[src/rtl/ps2_pkg.sv]
// PS/2 scancode decoder shared types and constants.
// Optional repeat filtering is enabled with PS2_REPEAT_FILTER_EN.
package ps2_pkg;

  typedef enum logic [1:0] {
    S_IDLE,
    S_EXT,
    S_BRK,
    S_EXT_BRK
  } ps2_dec_state_t;

  localparam logic [7:0] SC_EXT     = 8'hE0;
  localparam logic [7:0] SC_BREAK   = 8'hF0;
  localparam logic [7:0] SC_OVERRUN = 8'h00;
  localparam logic [7:0] SC_ERROR   = 8'hFF;
  localparam logic [7:0] SC_SPACE   = 8'h29;

endpackage

[src/rtl/ps2_scancode_decoder_sync_rise.sv]
// Two-flop synchroniser followed by a rising-edge detector.
// Used to bring the receiver's byte-ready level into the clk domain.
module sync_rise (
  input  logic clk,
  input  logic rst_n,
  input  logic d,
  output logic q_rise
);

  logic [2:0] s_q;

  always_ff @(posedge clk or negedge rst_n) begin
    if (!rst_n) begin
      s_q <= '0;
    end else begin
      s_q <= {s_q[1:0], d};
    end
  end

  assign q_rise = s_q[1] & ~s_q[2];

endmodule

[src/rtl/ps2_scancode_decoder.sv]
// PS/2 scancode byte stream to key-event decoder with flap tracking.
// Define PS2_REPEAT_FILTER_EN to suppress typematic repeat makes.
module ps2_scancode_decoder
  import ps2_pkg::*;
#(
  parameter int         ACK_CYCLES     = 4,
  parameter int         TIMEOUT_CYCLES = 1_000_000,
  parameter logic [7:0] FLAP_CODE      = SC_SPACE
) (
  input  logic       clk,
  input  logic       rst_n,
  input  logic       received,
  input  logic [7:0] received_data,
  output logic       read_ack,
  output logic       key_valid,
  output logic [7:0] key_code,
  output logic       key_release,
  output logic       key_extended,
  output logic       flap_pressed,
  output logic       prefix_timeout
);

  localparam int AW = $clog2(ACK_CYCLES + 1);
  localparam int TW = (TIMEOUT_CYCLES > 1) ? $clog2(TIMEOUT_CYCLES) : 1;
  localparam logic [AW-1:0] ACK_LOAD = AW'(ACK_CYCLES);
  localparam logic [TW-1:0] TO_LAST  = TW'(TIMEOUT_CYCLES - 1);

  logic           rise;
  logic [7:0]     byte_q;
  logic           byte_vld_q;
  logic [AW-1:0]  ack_cnt_q, ack_cnt_d;
  ps2_dec_state_t state_q, state_d;
  logic [TW-1:0]  to_cnt_q, to_cnt_d;
  logic           to_fire;
  logic           ev, ev_rel, ev_ext, emit;
  logic           key_valid_q, key_release_q, key_ext_q;
  logic [7:0]     key_code_q;
  logic           flap_q, to_q;
  logic           is_pfx, is_bad;

  sync_rise u_sync (
    .clk    (clk),
    .rst_n  (rst_n),
    .d      (received),
    .q_rise (rise)
  );

  always_ff @(posedge clk or negedge rst_n) begin
    if (!rst_n) begin
      byte_q     <= '0;
      byte_vld_q <= 1'b0;
      ack_cnt_q  <= '0;
    end else begin
      byte_vld_q <= rise;
      ack_cnt_q  <= ack_cnt_d;
      if (rise) byte_q <= received_data;
    end
  end

  always_comb begin
    ack_cnt_d = ack_cnt_q;
    if (rise)                ack_cnt_d = ACK_LOAD;
    else if (ack_cnt_q != 0) ack_cnt_d = ack_cnt_q - AW'(1);
  end

  assign read_ack = (ack_cnt_q != '0);

  assign is_bad = (byte_q == SC_OVERRUN) || (byte_q == SC_ERROR);
  assign is_pfx = (byte_q == SC_EXT) || (byte_q == SC_BREAK);

  always_comb begin
    state_d  = state_q;
    to_cnt_d = '0;
    to_fire  = 1'b0;
    ev       = 1'b0;
    ev_rel   = 1'b0;
    ev_ext   = 1'b0;
    if (byte_vld_q) begin
      if (is_bad) begin
        state_d = S_IDLE;
      end else begin
        unique case (state_q)
          S_IDLE: begin
            if (byte_q == SC_EXT)        state_d = S_EXT;
            else if (byte_q == SC_BREAK) state_d = S_BRK;
            else                         ev = 1'b1;
          end
          S_EXT: begin
            if (byte_q == SC_BREAK) begin
              state_d = S_EXT_BRK;
            end else if (byte_q != SC_EXT) begin
              state_d = S_IDLE;
              ev      = 1'b1;
              ev_ext  = 1'b1;
            end
          end
          S_BRK: begin
            state_d = S_IDLE;
            ev      = !is_pfx;
            ev_rel  = 1'b1;
          end
          S_EXT_BRK: begin
            state_d = S_IDLE;
            ev      = !is_pfx;
            ev_rel  = 1'b1;
            ev_ext  = 1'b1;
          end
          default: state_d = S_IDLE;
        endcase
      end
    end else if (state_q != S_IDLE) begin
      if (to_cnt_q == TO_LAST) begin
        state_d = S_IDLE;
        to_fire = 1'b1;
      end else begin
        to_cnt_d = to_cnt_q + TW'(1);
      end
    end
  end

`ifdef PS2_REPEAT_FILTER_EN
  logic [7:0] lm_code_q;
  logic       lm_ext_q, lm_vld_q;
  logic       lm_hit;

  assign lm_hit = (lm_code_q == byte_q) && (lm_ext_q == ev_ext);
  assign emit   = ev && !(!ev_rel && lm_vld_q && lm_hit);

  always_ff @(posedge clk or negedge rst_n) begin
    if (!rst_n) begin
      lm_code_q <= '0;
      lm_ext_q  <= 1'b0;
      lm_vld_q  <= 1'b0;
    end else if (ev) begin
      if (ev_rel) begin
        if (lm_hit) lm_vld_q <= 1'b0;
      end else if (emit) begin
        lm_code_q <= byte_q;
        lm_ext_q  <= ev_ext;
        lm_vld_q  <= 1'b1;
      end
    end
  end
`else
  assign emit = ev;
`endif

  always_ff @(posedge clk or negedge rst_n) begin
    if (!rst_n) begin
      state_q       <= S_IDLE;
      to_cnt_q      <= '0;
      key_valid_q   <= 1'b0;
      key_code_q    <= '0;
      key_release_q <= 1'b0;
      key_ext_q     <= 1'b0;
      flap_q        <= 1'b0;
      to_q          <= 1'b0;
    end else begin
      state_q     <= state_d;
      to_cnt_q    <= to_cnt_d;
      key_valid_q <= emit;
      to_q        <= to_fire;
      if (emit) begin
        key_code_q    <= byte_q;
        key_release_q <= ev_rel;
        key_ext_q     <= ev_ext;
      end
      // Flap follows decoded events, so repeat filtering never affects it
      if (ev && !ev_ext && byte_q == FLAP_CODE) flap_q <= !ev_rel;
    end
  end

  assign key_valid      = key_valid_q;
  assign key_code       = key_code_q;
  assign key_release    = key_release_q;
  assign key_extended   = key_ext_q;
  assign flap_pressed   = flap_q;
  assign prefix_timeout = to_q;

endmodule

[config.mk]
export PLATFORM = sky130hd
export DESIGN_NAME = ps2_scancode_decoder
export DESIGN_NICKNAME = d
export VERILOG_FILES = /design/src/rtl/ps2_pkg.sv /design/src/rtl/ps2_scancode_decoder_sync_rise.sv /design/src/rtl/ps2_scancode_decoder.sv
export SDC_FILE = /design/constraint.sdc
export NUM_CORES = 1
export LEC_CHECK = 0
export ABC_AREA = 1
export BUFFER_PORTS_ARGS = -buffer_cell sky130_fd_sc_hd__buf_2
export CORE_MARGIN = 4
export CORE_UTILIZATION = 52
export DETAILED_ROUTE_END_ITERATION = 8
export PLACE_DENSITY = 0.76
export SLEW_MARGIN = 25
export SYNTH_ARGS = -nofsm -noshare
export SYNTH_HDL_FRONTEND = slang
export SYNTH_SLANG_ARGS = --single-unit
export TNS_END_PERCENT = 100
[constraint.sdc]
create_clock -name clk -period 1.6 [get_ports clk]
set_clock_uncertainty 0.1 [all_clocks]
set_input_delay 0.24 -clock clk [delete_from_list [all_inputs] [get_ports clk]]
set_output_delay 0.24 -clock clk [all_outputs]
set_load 0.01 [all_outputs]
==> impl_metrics.csv, run 1 <==
group,metric,value,unit
run_status,outcome,"complete, no violations",
detailed_routing,top_layer,"met4",
logic_synthesis,synth_cell_types,29,
clock_tree,clockBufferDepth,2,
floorplanning,start_util,54.73,%
detailed_routing,dr.pass1.iters,4,
logic_synthesis,syn-instance-count,289,
timing,maxSlewHeadroom,73.59,%
logic_synthesis,synth_area_leaders,"dfrtp_1 (51%), nand2_1 (12%), nor2_1 (5.9%)",
clock_tree,cts_root_buf,"clkbuf_8",
setup_path,ff2ff_path_depth,9,
setup_path,r2r_start,"to_cnt_q[1]",
global_route,grt_pass1_vias,1867,
floorplanning,dieArea,5835,µm²
setup_path,worstPathRequired,1690,ps
logic_synthesis,synth_fp_nets,303,
floorplanning,rows,24,
logic_synthesis,netlist_area,2432,µm²
detailed_routing,wl_met2,2381,µm
final_layout,num_antenna_cells,0,
detailed_routing,drtAntennaViolNets,0,
floorplanning,die_h,76.39,µm
detailed_routing,vias,2007,
detailed_routing,drt-total-wl,4987,µm
global_route,track_usage,17.82,%
clock_tree,htree_levels,2,
timing,hold_violations,0,
final_layout,post-route-util,69.14,%
timing,worstMarginPinSlew,393.1,ps
global_route,grt_first_pass_wirelength,8424,µm
clock_tree,cts_buffers,5,
clock_tree,clock_sinks,50,
logic_synthesis,synthArstFlopShare,100.0,%
floorplanning,ios,25,
power_and_ir_drop,finalPower,2831,µW
timing,period_share,99.63,%
detailed_routing,wl_met1,2411,µm
timing,drv_slew,0,
timing,setup_viol,0,
clock_tree,clock_latency,290,ps
setup_path,r2r_slack,6,ps
timing,max_freq,627.3,MHz
global_route,gr-total-overflow,0,
logic_synthesis,yosysTopAreaCell,"dfrtp_1",
setup_path,crit_arrival,1690,ps
min_path,hp-start,"received_data[6]",
logic_synthesis,ys_seq_elements,50,
placed_design,place.gp.congestion,0.8534,
setup_path,endpoint_kind,"flip-flop",
final_layout,multi_input_area,1135,µm²
final_layout,area_delta_synth_final,26.34,%
min_path,hold_depth,3,
min_path,whs_endpoint,"byte_q[6]",
setup_path,r2r-end,"to_cnt_q[17]",
setup_path,worst-setup-path-type,"reg2reg",
logic_synthesis,ys_top_cells_by_count,"nand2_1 (77), dfrtp_1 (50), nor2_1 (38)",
logic_synthesis,synth_top_cell_area_share,51.44,%
global_route,grt_max_degree,51,
detailed_routing,drt_iter0_markers,165,
setup_path,path_max_fanout,4,
logic_synthesis,yosysMostFrequentCell,"nand2_1",
logic_synthesis,synth_edf_count,0,
placed_design,place_area,2735,µm²
clock_tree,cts_tree,"yes",
detailed_routing,wl_met3,161,µm
clock_tree,path_clk_slew,90,ps
placed_design,pre_cts_slack,-30.23,ps
global_route,antenna_found_initial,0,
timing,fin_ws,5.977,ps
detailed_routing,routed_via_density,5.030,
final_layout,nets,360,
final_layout,nFillCells,336,
setup_path,start_kind,"flip-flop",
power_and_ir_drop,ir_drop,0.5448,mV
timing,rsz0062_at_grt,"yes",
timing,min_period,1594,ps
detailed_routing,detail_route.wl_per_cell,12.50,µm
logic_synthesis,ys.flop_type,"dfrtp_1",
placed_design,hpwl,3393,µm
final_layout,layout-drive-gt1-share,29.68,%
floorplanning,design.core.area,4444,µm²
final_layout,fin_area,3073,µm²
power_and_ir_drop,power_density,921.4,nW/µm²
logic_synthesis,seq_area_frac_synth,51.44,%
min_path,hold_class,"in2reg",
logic_synthesis,synth.avg_cell_area,8.416,µm²
power_and_ir_drop,leakage,0.001452,µW
logic_synthesis,yosysWarnings,0,
floorplanning,die_w,76.39,µm
detailed_routing,drc,0,
final_layout,seq_area,1257,µm²
flow_run,maxCapViolations,0,
placed_design,portBuffers,24,
[power by group]
part / leakage [µW] / total (µW) / internal [µW] / switching (µW)
registers: 0.000647 / 1480 / 1390 / 83.0
clock network: 0.0000544 / 801 / 397 / 405
logic: 0.000750 / 555 / 232 / 322
[cells in the final DEF (no fill, tap or decap), drive strengths merged]
master,count
a211oi,1
a21oi,4
a31oi,2
buf,51
clkbuf,7
clkinv,2
dfrtp,50
dlygate4sd3,2
ha,3
inv,36
nand2,79
nand3,19
nand4,3
nor2,45
nor3,13
nor3b,2
o21ai,19
xnor2,5
xor2,4
[worst max-delay path by stage]
stage	to	start	cells past startpoint	slack (ps)
4_1_cts	to_cnt_q[11]	to_cnt_q[0]	7	-10
3_5_place_dp	to_cnt_q[11]	to_cnt_q[0]	7	-30
2_1_floorplan	to_cnt_q[14]	to_cnt_q[0]	7	30
6_report	to_cnt_q[17]	to_cnt_q[1]	9	6
3_3_place_gp	to_cnt_q[11]	to_cnt_q[0]	7	2
5_1_grt	to_cnt_q[18]	to_cnt_q[1]	9	-100
[per-stage QoR]
| step | setup TNS (ps) | hold WS, ps | cells |
|---|---|---|---|
| CTS | -29.85 | 41.16 | 390 |
| detailed placement | -281.3 | 148.4 | 379 |
| global route | -558.0 | 43.54 | 399 |
| global placement | 0 | 147.1 | 379 |
| floorplan | 0 | -155.6 | 289 |
| finish | 0 | 47.83 | 399 |
[repair_timing]
action	in CTS	in global routing
pin swaps	0	19
setup buffers	1	9
hold buffers	2	0
hold endpoints to repair	51	0
endpoints found under the setup margin	18	33
gates resized for setup	3	32
[layout make-up]
cell class                 count  share of cell area (%)
sequential                    50                   40.92
multi-input combinational    199                   36.93
timing repair buffer          53                   11.93
inverter                      37                   4.682
clock buffer                   7                   3.135
tap                           52                   2.117
clock inverter                 1                  0.2850
[per-layer routing]
layer / vias to the layer above / track usage (%)
met4: 0 / 5.254
li1: 1023 / -
met5: - / 0
met3: 2 / 3.428
met2: 29 / 27.68
met1: 953 / 25.38
[sequential cells by signal (all words and copies together) (netlist names), 2 cells and up]
register,flops
ack_cnt_q,3
byte_q,8
key_code,8
state_q,2
to_cnt_q,20
u_sync.s_q,3
[critical path: stages (launching register included)]
cell and delay, ps:
dfrtp_1 440, nand3_2 160, nor2_4 170, nand3_4 100, nor2_4 150, nand2_4 80, nor2_4 120, nand2_1 70
nand2_1 60, nor2_1 40
[cells by family after synthesis]
kind of cell / synth area share, %
xor gates and xnor gates: 3.241
and+or+nand+nor: 31.33
AOI/OAI and AO/OA: 5.710
buffers and inverters: 6.739
adders and majority gates: 1.543
DFF: 51.44
(Power assumes the default switching activity.)
==> run 2, diff against run 1 <==
Settings changed: GPL_TIMING_DRIVEN from default to 0, RECOVER_POWER from default to 50.
==> run 2 against run 1 <==
Net effect: sequential share of layout area is 0.058 points lower; sequential power about the same; routed wire length rose by 1.1%; first-iteration DRC count shrank 41%; maximum frequency fell by 0.37%; worst hold slack got worse by 11 ps; critical path depth up 1; via count increased by 0.60%; clock power is 9.0% higher; die area unchanged; setup slack got worse by 5.9 ps; cell count down 0.75%; critical path type unchanged.
==> impl_metrics.csv, run 2 (synthesized netlist as in run 1, its figures left out) <==
group,metric,value,unit
clock_tree,path_clk_slew,90,ps
detailed_routing,routed_via_density,5.098,
final_layout,layout_common_cells,"nand2_1 (74), dfrtp_1 (46), nor2_1 (35)",
detailed_routing,drt_iter0_markers,98,
setup_path,worstPathRequired,1690,ps
placed_design,place.gp.congestion,0.7985,
timing,setup_tns,0,ps
power_and_ir_drop,leakage,0.001435,µW
timing,setup_viol,0,
power_and_ir_drop,power_density,949.8,nW/µm²
final_layout,nets,357,
min_path,hold_class,"in2reg",
final_layout,nFillCells,349,
floorplanning,design.core.area,4444,µm²
floorplanning,dieArea,5835,µm²
final_layout,layout-drive-gt1-share,27.03,%
global_route,use_met2,27.94,%
flow_run,maxCapViolations,0,
final_layout,final_cells,396,
detailed_routing,vias,2019,
timing,rsz0062_at_grt,"yes",
power_and_ir_drop,ir_drop,0.5526,mV
detailed_routing,detail_route.wl_per_cell,12.74,µm
global_route,grt_max_degree,51,
detailed_routing,dr.pass1.iters,4,
global_route,gr-total-overflow,0,
setup_path,crit_path_top_delay_cell,"dfrtp_1",
global_route,grtUsageMet3,4.255,%
timing,maxSlewHeadroom,55.48,%
final_layout,multi_input_area,1136,µm²
placed_design,dp_cells,365,
clock_tree,cts_root_buf,"clkbuf_8",
placed_design,hpwl,3210,µm
final_layout,seq_area,1256,µm²
timing,worstMarginPinSlew,667.8,ps
final_layout,post-route-util,69.17,%
final_layout,layout_commonest_cell,"nand2_1",
clock_tree,clockBufferDepth,2,
clock_tree,cts_buffers,5,
setup_path,path_max_fanout,4,
clock_tree,cts_tree,"yes",
timing,hold_violations,0,
final_layout,largest_reg_flops,20,
global_route,grt_pass1_vias,1866,
final_layout,largest_register,"to_cnt_q",
floorplanning,rows,24,
placed_design,portBuffers,24,
floorplanning,ios,25,
clock_tree,htree_levels,2,
detailed_routing,drc,0,
timing,drv_slew,0,
clock_tree,clock_latency,300,ps
setup_path,endpoint_kind,"flip-flop",
detailed_routing,drt-total-wl,5044,µm
power_and_ir_drop,finalPower,2920,µW
floorplanning,start_util,54.73,%
global_route,grt_first_pass_wirelength,8431,µm
placed_design,pre_cts_slack,-203.8,ps
detailed_routing,drtAntennaViolNets,0,
setup_path,start_kind,"flip-flop",
timing,max_freq,625.0,MHz
final_layout,num_antenna_cells,0,
floorplanning,die_h,76.39,µm
timing,period_share,100.0,%
timing,min_period,1600,ps
setup_path,critPathMaxStageDelay,420,ps
setup_path,path_cells,"buf_6, nand3_4, nor2_4, nand3_4, nor2_4, nand2_4, nor2_4, nand2_1, nand2_1, nor2_1",
clock_tree,clock_sinks,50,
global_route,antenna_found_initial,0,
run_status,outcome,"complete, no violations",
global_route,track_usage,17.68,%
final_layout,area_delta_synth_final,26.39,%
setup_path,worst-setup-path-type,"reg2reg",
setup_path,critical_path.most_common_cell,"nor2_4",
global_route,grt_use_met1,24.58,%
floorplanning,die_w,76.39,µm
setup_path,crit_arrival,1690,ps
global_route,busiest_layer,"met2",
timing,fin_ws,0.06739,ps
-- run 2: cell types whose count changed in the layout (fill, tap and decap cells not counted), sizes merged --
cell,change
buf,-7
bufinv,+1
clkbuf,+3
clkinv,-1
clkinvlp,+1
-- run 2: layout make-up --
| cell class | instances | area share [%] |
|---|---|---|
| sequential | 50 | 40.86 |
| multi-input combinational | 199 | 36.96 |
| timing repair buffer | 47 | 10.66 |
| inverter | 37 | 4.681 |
| clock buffer | 6 | 2.361 |
| tap | 52 | 2.116 |
| clock inverter | 2 | 1.221 |
| buffer | 3 | 1.140 |
-- run 2: path summary, 6_finish.rpt --
check	start	to	slack [ps]	cells after the start
setup / recovery	to_cnt_q[0]	to_cnt_q[17]	0.07	10
hold / removal	received_data[6]	byte_q[6]	40	3
setup reg to reg	to_cnt_q[0]	to_cnt_q[17]	0.07	10
hold reg to reg	u_sync.s_q[0]	u_sync.s_q[1]	260	0
max in group asynchronous	rst_n	to_cnt_q[2]	490	2
min in group asynchronous	rst_n	to_cnt_q[19]	440	2
-- run 2: per-layer routing --
layer	vias to the layer above	routed length [µm]
met5	-	0
met4	0	61
met3	6	150
met2	36	2459
met1	955	2372
li1	1022	-
-- run 2: worst max-delay path: cells and delay by family (launching register included) --
family                 cells  cell delay (ps)
buffers and inverters      1              130
AND/OR/NAND/NOR            9              840
flip-flops                 1              420
-- run 2: repair_timing --
item,CTS,global route
hold endpoints to repair,51,0
pin swaps,3,14
endpoints found under the setup margin,31,36
gates resized for setup,6,31
cloned,0,1
buffers inserted,5,15
hold buffers,2,0
-- run 2: report_power, final --
part	leakage, µW	internal, µW	switching [µW]
logic	0.000734	241	332
clock network	0.0000514	467	407
registers	0.000649	1390	81.5
total	0.00143	2100	820
-- run 2: per-stage QoR --
step	instance area (µm²)	hold slack (ps)
finish	3074	36.38
global placement	2618	233.0
CTS	2819	28.90
detailed placement	2620	199.4
global route	3074	21.33
floorplan	2432	-155.6
==> run 3, diff against run 2 <==
Settings changed: ABC_AREA 1 to default, SKIP_CTS_REPAIR_TIMING from default to 1.
==> run 3 against run 2 <==
Net effect: synthesized area decreased by 7.8%; combinational power grew 3.7%; cell count is 22% lower; worst hold slack improved by 4.7 ps; utilization is 4.5 points higher; synthesized cell count shrank 33%; maximum frequency is 19% lower; routed wire length decreased by 3.6%; the flow now finishes with violations (negative setup slack); critical path type unchanged; critical endpoint is now key_release.
==> impl_metrics.csv, run 3 <==
group,metric,value,unit
run_status,outcome,"complete, but fails checks",
run_status,violations,"negative setup slack",
final_layout,seq_area,1262,µm²
floorplanning,ios,25,
timing,min_period,1966,ps
setup_path,path_cells,"or4_4, nand2_1, o21a_1, buf_4, mux2_4",
final_layout,multi_input_area,1106,µm²
min_path,hold_class,"in2reg",
floorplanning,dieArea,5429,µm²
placed_design,hpwl,2808,µm
global_route,use_met2,26.28,%
final_layout,num_antenna_cells,0,
power_and_ir_drop,internal_power,2038,µW
timing,maxSlewHeadroom,56.55,%
timing,setup_viol,34,
logic_synthesis,synth_fp_nets,207,
logic_synthesis,ys.flop_type,"dfrtp_1",
clock_tree,cts_buffers,5,
logic_synthesis,seq_area_frac_synth,55.77,%
power_and_ir_drop,ir_drop,0.7592,mV
setup_path,crit_arrival,2060,ps
final_layout,largest_register,"to_cnt_q",
setup_path,worst-setup-path-type,"reg2reg",
setup_path,critPathMaxStageDelay,570,ps
timing,rsz0062_at_grt,"yes",
floorplanning,die_h,73.68,µm
detailed_routing,drc,0,
final_layout,nets,273,
floorplanning,start_util,54.90,%
final_layout,layout_common_cells,"dfrtp_1 (41), buf_4 (30), buf_2 (23)",
global_route,antenna_found_initial,0,
placed_design,dp_cells,267,
timing,drv_slew,0,
setup_path,crit_path_top_delay_cell,"or4_4",
logic_synthesis,yosysWarnings,0,
timing,period_share,122.9,%
setup_path,worstPathRequired,1690,ps
clock_tree,htree_levels,2,
clock_tree,clock_sinks,50,
floorplanning,design.core.area,4086,µm²
setup_path,path_max_fanout,5,
clock_tree,clockBufferDepth,2,
logic_synthesis,syn-instance-count,193,
detailed_routing,vias,1706,
power_and_ir_drop,p_sw_share,28.18,%
timing,hold_violations,0,
floorplanning,rows,23,
placed_design,pre_cts_slack,-529.9,ps
floorplanning,die_w,73.68,µm
logic_synthesis,netlist_area,2243,µm²
logic_synthesis,synth.avg_cell_area,11.62,µm²
power_and_ir_drop,leakage,0.001323,µW
power_and_ir_drop,p_sw,799.3,µW
final_layout,final_cells,310,
clock_tree,cts_tree,"yes",
detailed_routing,drtAntennaViolNets,0,
logic_synthesis,synth_area_leaders,"dfrtp_1 (56%), mux2_2 (8.0%), nor2_1 (3.8%)",
logic_synthesis,ys_seq_elements,50,
clock_tree,clock_latency,300,ps
global_route,grt_use_met1,21.45,%
logic_synthesis,synthArstFlopShare,100.0,%
setup_path,start_kind,"flip-flop",
logic_synthesis,synth_cell_types,43,
detailed_routing,dr.pass1.iters,4,
final_layout,largest_reg_flops,20,
power_and_ir_drop,power_frac_seq,53.0,%
global_route,grt_max_degree,51,
clock_tree,cts_root_buf,"clkbuf_8",
logic_synthesis,synth_edf_count,0,
logic_synthesis,yosysMostFrequentCell,"dfrtp_1",
global_route,gr-total-overflow,0,
timing,fin_ws,-366.4,ps
setup_path,endpoint_kind,"flip-flop",
global_route,grtUsageMet3,3.830,%
final_layout,layout-drive-gt1-share,48.85,%
logic_synthesis,yosysTopAreaCell,"dfrtp_1",
detailed_routing,drt-total-wl,4860,µm
detailed_routing,detail_route.wl_per_cell,15.68,µm
global_route,grt_first_pass_wirelength,6768,µm
placed_design,portBuffers,24,
clock_tree,path_clk_slew,90,ps
placed_design,place.gp.congestion,0.7857,
timing,worstMarginPinSlew,651.7,ps
final_layout,post-route-util,73.64,%
detailed_routing,routed_via_density,5.503,
final_layout,layout_commonest_cell,"dfrtp_1",
timing,max_freq,508.5,MHz
global_route,grt_pass1_vias,1460,
power_and_ir_drop,power_density,942.8,nW/µm²
flow_run,maxCapViolations,0,
logic_synthesis,synth_top_cell_area_share,55.77,%
global_route,busiest_layer,"met2",
global_route,track_usage,16.25,%
power_and_ir_drop,combPwrFrac,20.9,%
final_layout,area_delta_synth_final,34.13,%
logic_synthesis,ys_top_cells_by_count,"dfrtp_1 (50), nor2_1 (23), mux2_2 (16)",
detailed_routing,drt_iter0_markers,55,
power_and_ir_drop,power_frac_clock,26.1,%
final_layout,nFillCells,269,
## run 3: cell type report
cell class                 count  share of cell area, %
buffer                         3                  1.039
clock buffer                   6                  2.412
clock inverter                 2                 0.5821
inverter                       8                 0.9979
multi-input combinational    131                  36.76
sequential                    50                  41.95
tap                           50                  2.079
timing repair buffer          60                  14.18
## run 3: worst paths after layout
path	from	endpoint	slack, ps	depth (start not counted)
worst min-delay path	received_data[4]	byte_q[4]	40	3
worst max-delay path	byte_q[0]	key_release	-370	5
worst max register to register	byte_q[0]	key_release	-370	5
min in group asynchronous	rst_n	to_cnt_q[11]	420	2
max in group asynchronous	rst_n	byte_q[1]	510	2
worst min register to register	u_sync.s_q[0]	u_sync.s_q[1]	260	0
## run 3: cell families after synthesis
logic type | Yosys count | share of synthesized area, %
muxes | 17 | 8.477
and+or+nand+nor | 76 | 18.68
AOI/OAI and AO/OA | 20 | 7.083
buffers and inverters | 12 | 2.453
xor gates and xnor gates | 15 | 5.856
adders and majority gates | 3 | 1.673
DFF | 50 | 55.77
## run 3: metal layers
layer / part of all wire [%] / routed length (µm)
met3: 3.4 / 166
met5: 0 / 0
met2: 52 / 2526
met4: 0.99 / 48
met1: 44 / 2119
## run 3: worst max-delay path: cells and delay by family, from the launching register on
family                 cells  cell delay, ps
buffers and inverters      1             190
flip-flops                 1             440
multiplexers               1             300
AND/OR/NAND/NOR            2             660
AO/OA/AOI/OAI              1             180
## run 3: through the flow
step                      setup TNS, ps  cell area (µm²)  total power [µW]  hold WS (ps)
after floorplan                   -5056             2300              1838        -155.6
final                             -9075             3009              2837         41.10
after global placement           -11180             2482              1998         234.6
after detailed placement         -12650             2485              2014         191.4
after global routing             -10350             3009              2989         22.93
after CTS                        -13200             2575              2748        -136.8
## run 3: power groups by stage
stage | logic, µW | clock network [µW] | registers, µW
after floorplan | 300 | 0 | 1540
after detailed placement | 490 | 0 | 1520
final | 594 | 740 | 1500
after global routing | 655 | 811 | 1520
after CTS | 492 | 751 | 1500
after global placement | 472 | 0 | 1530
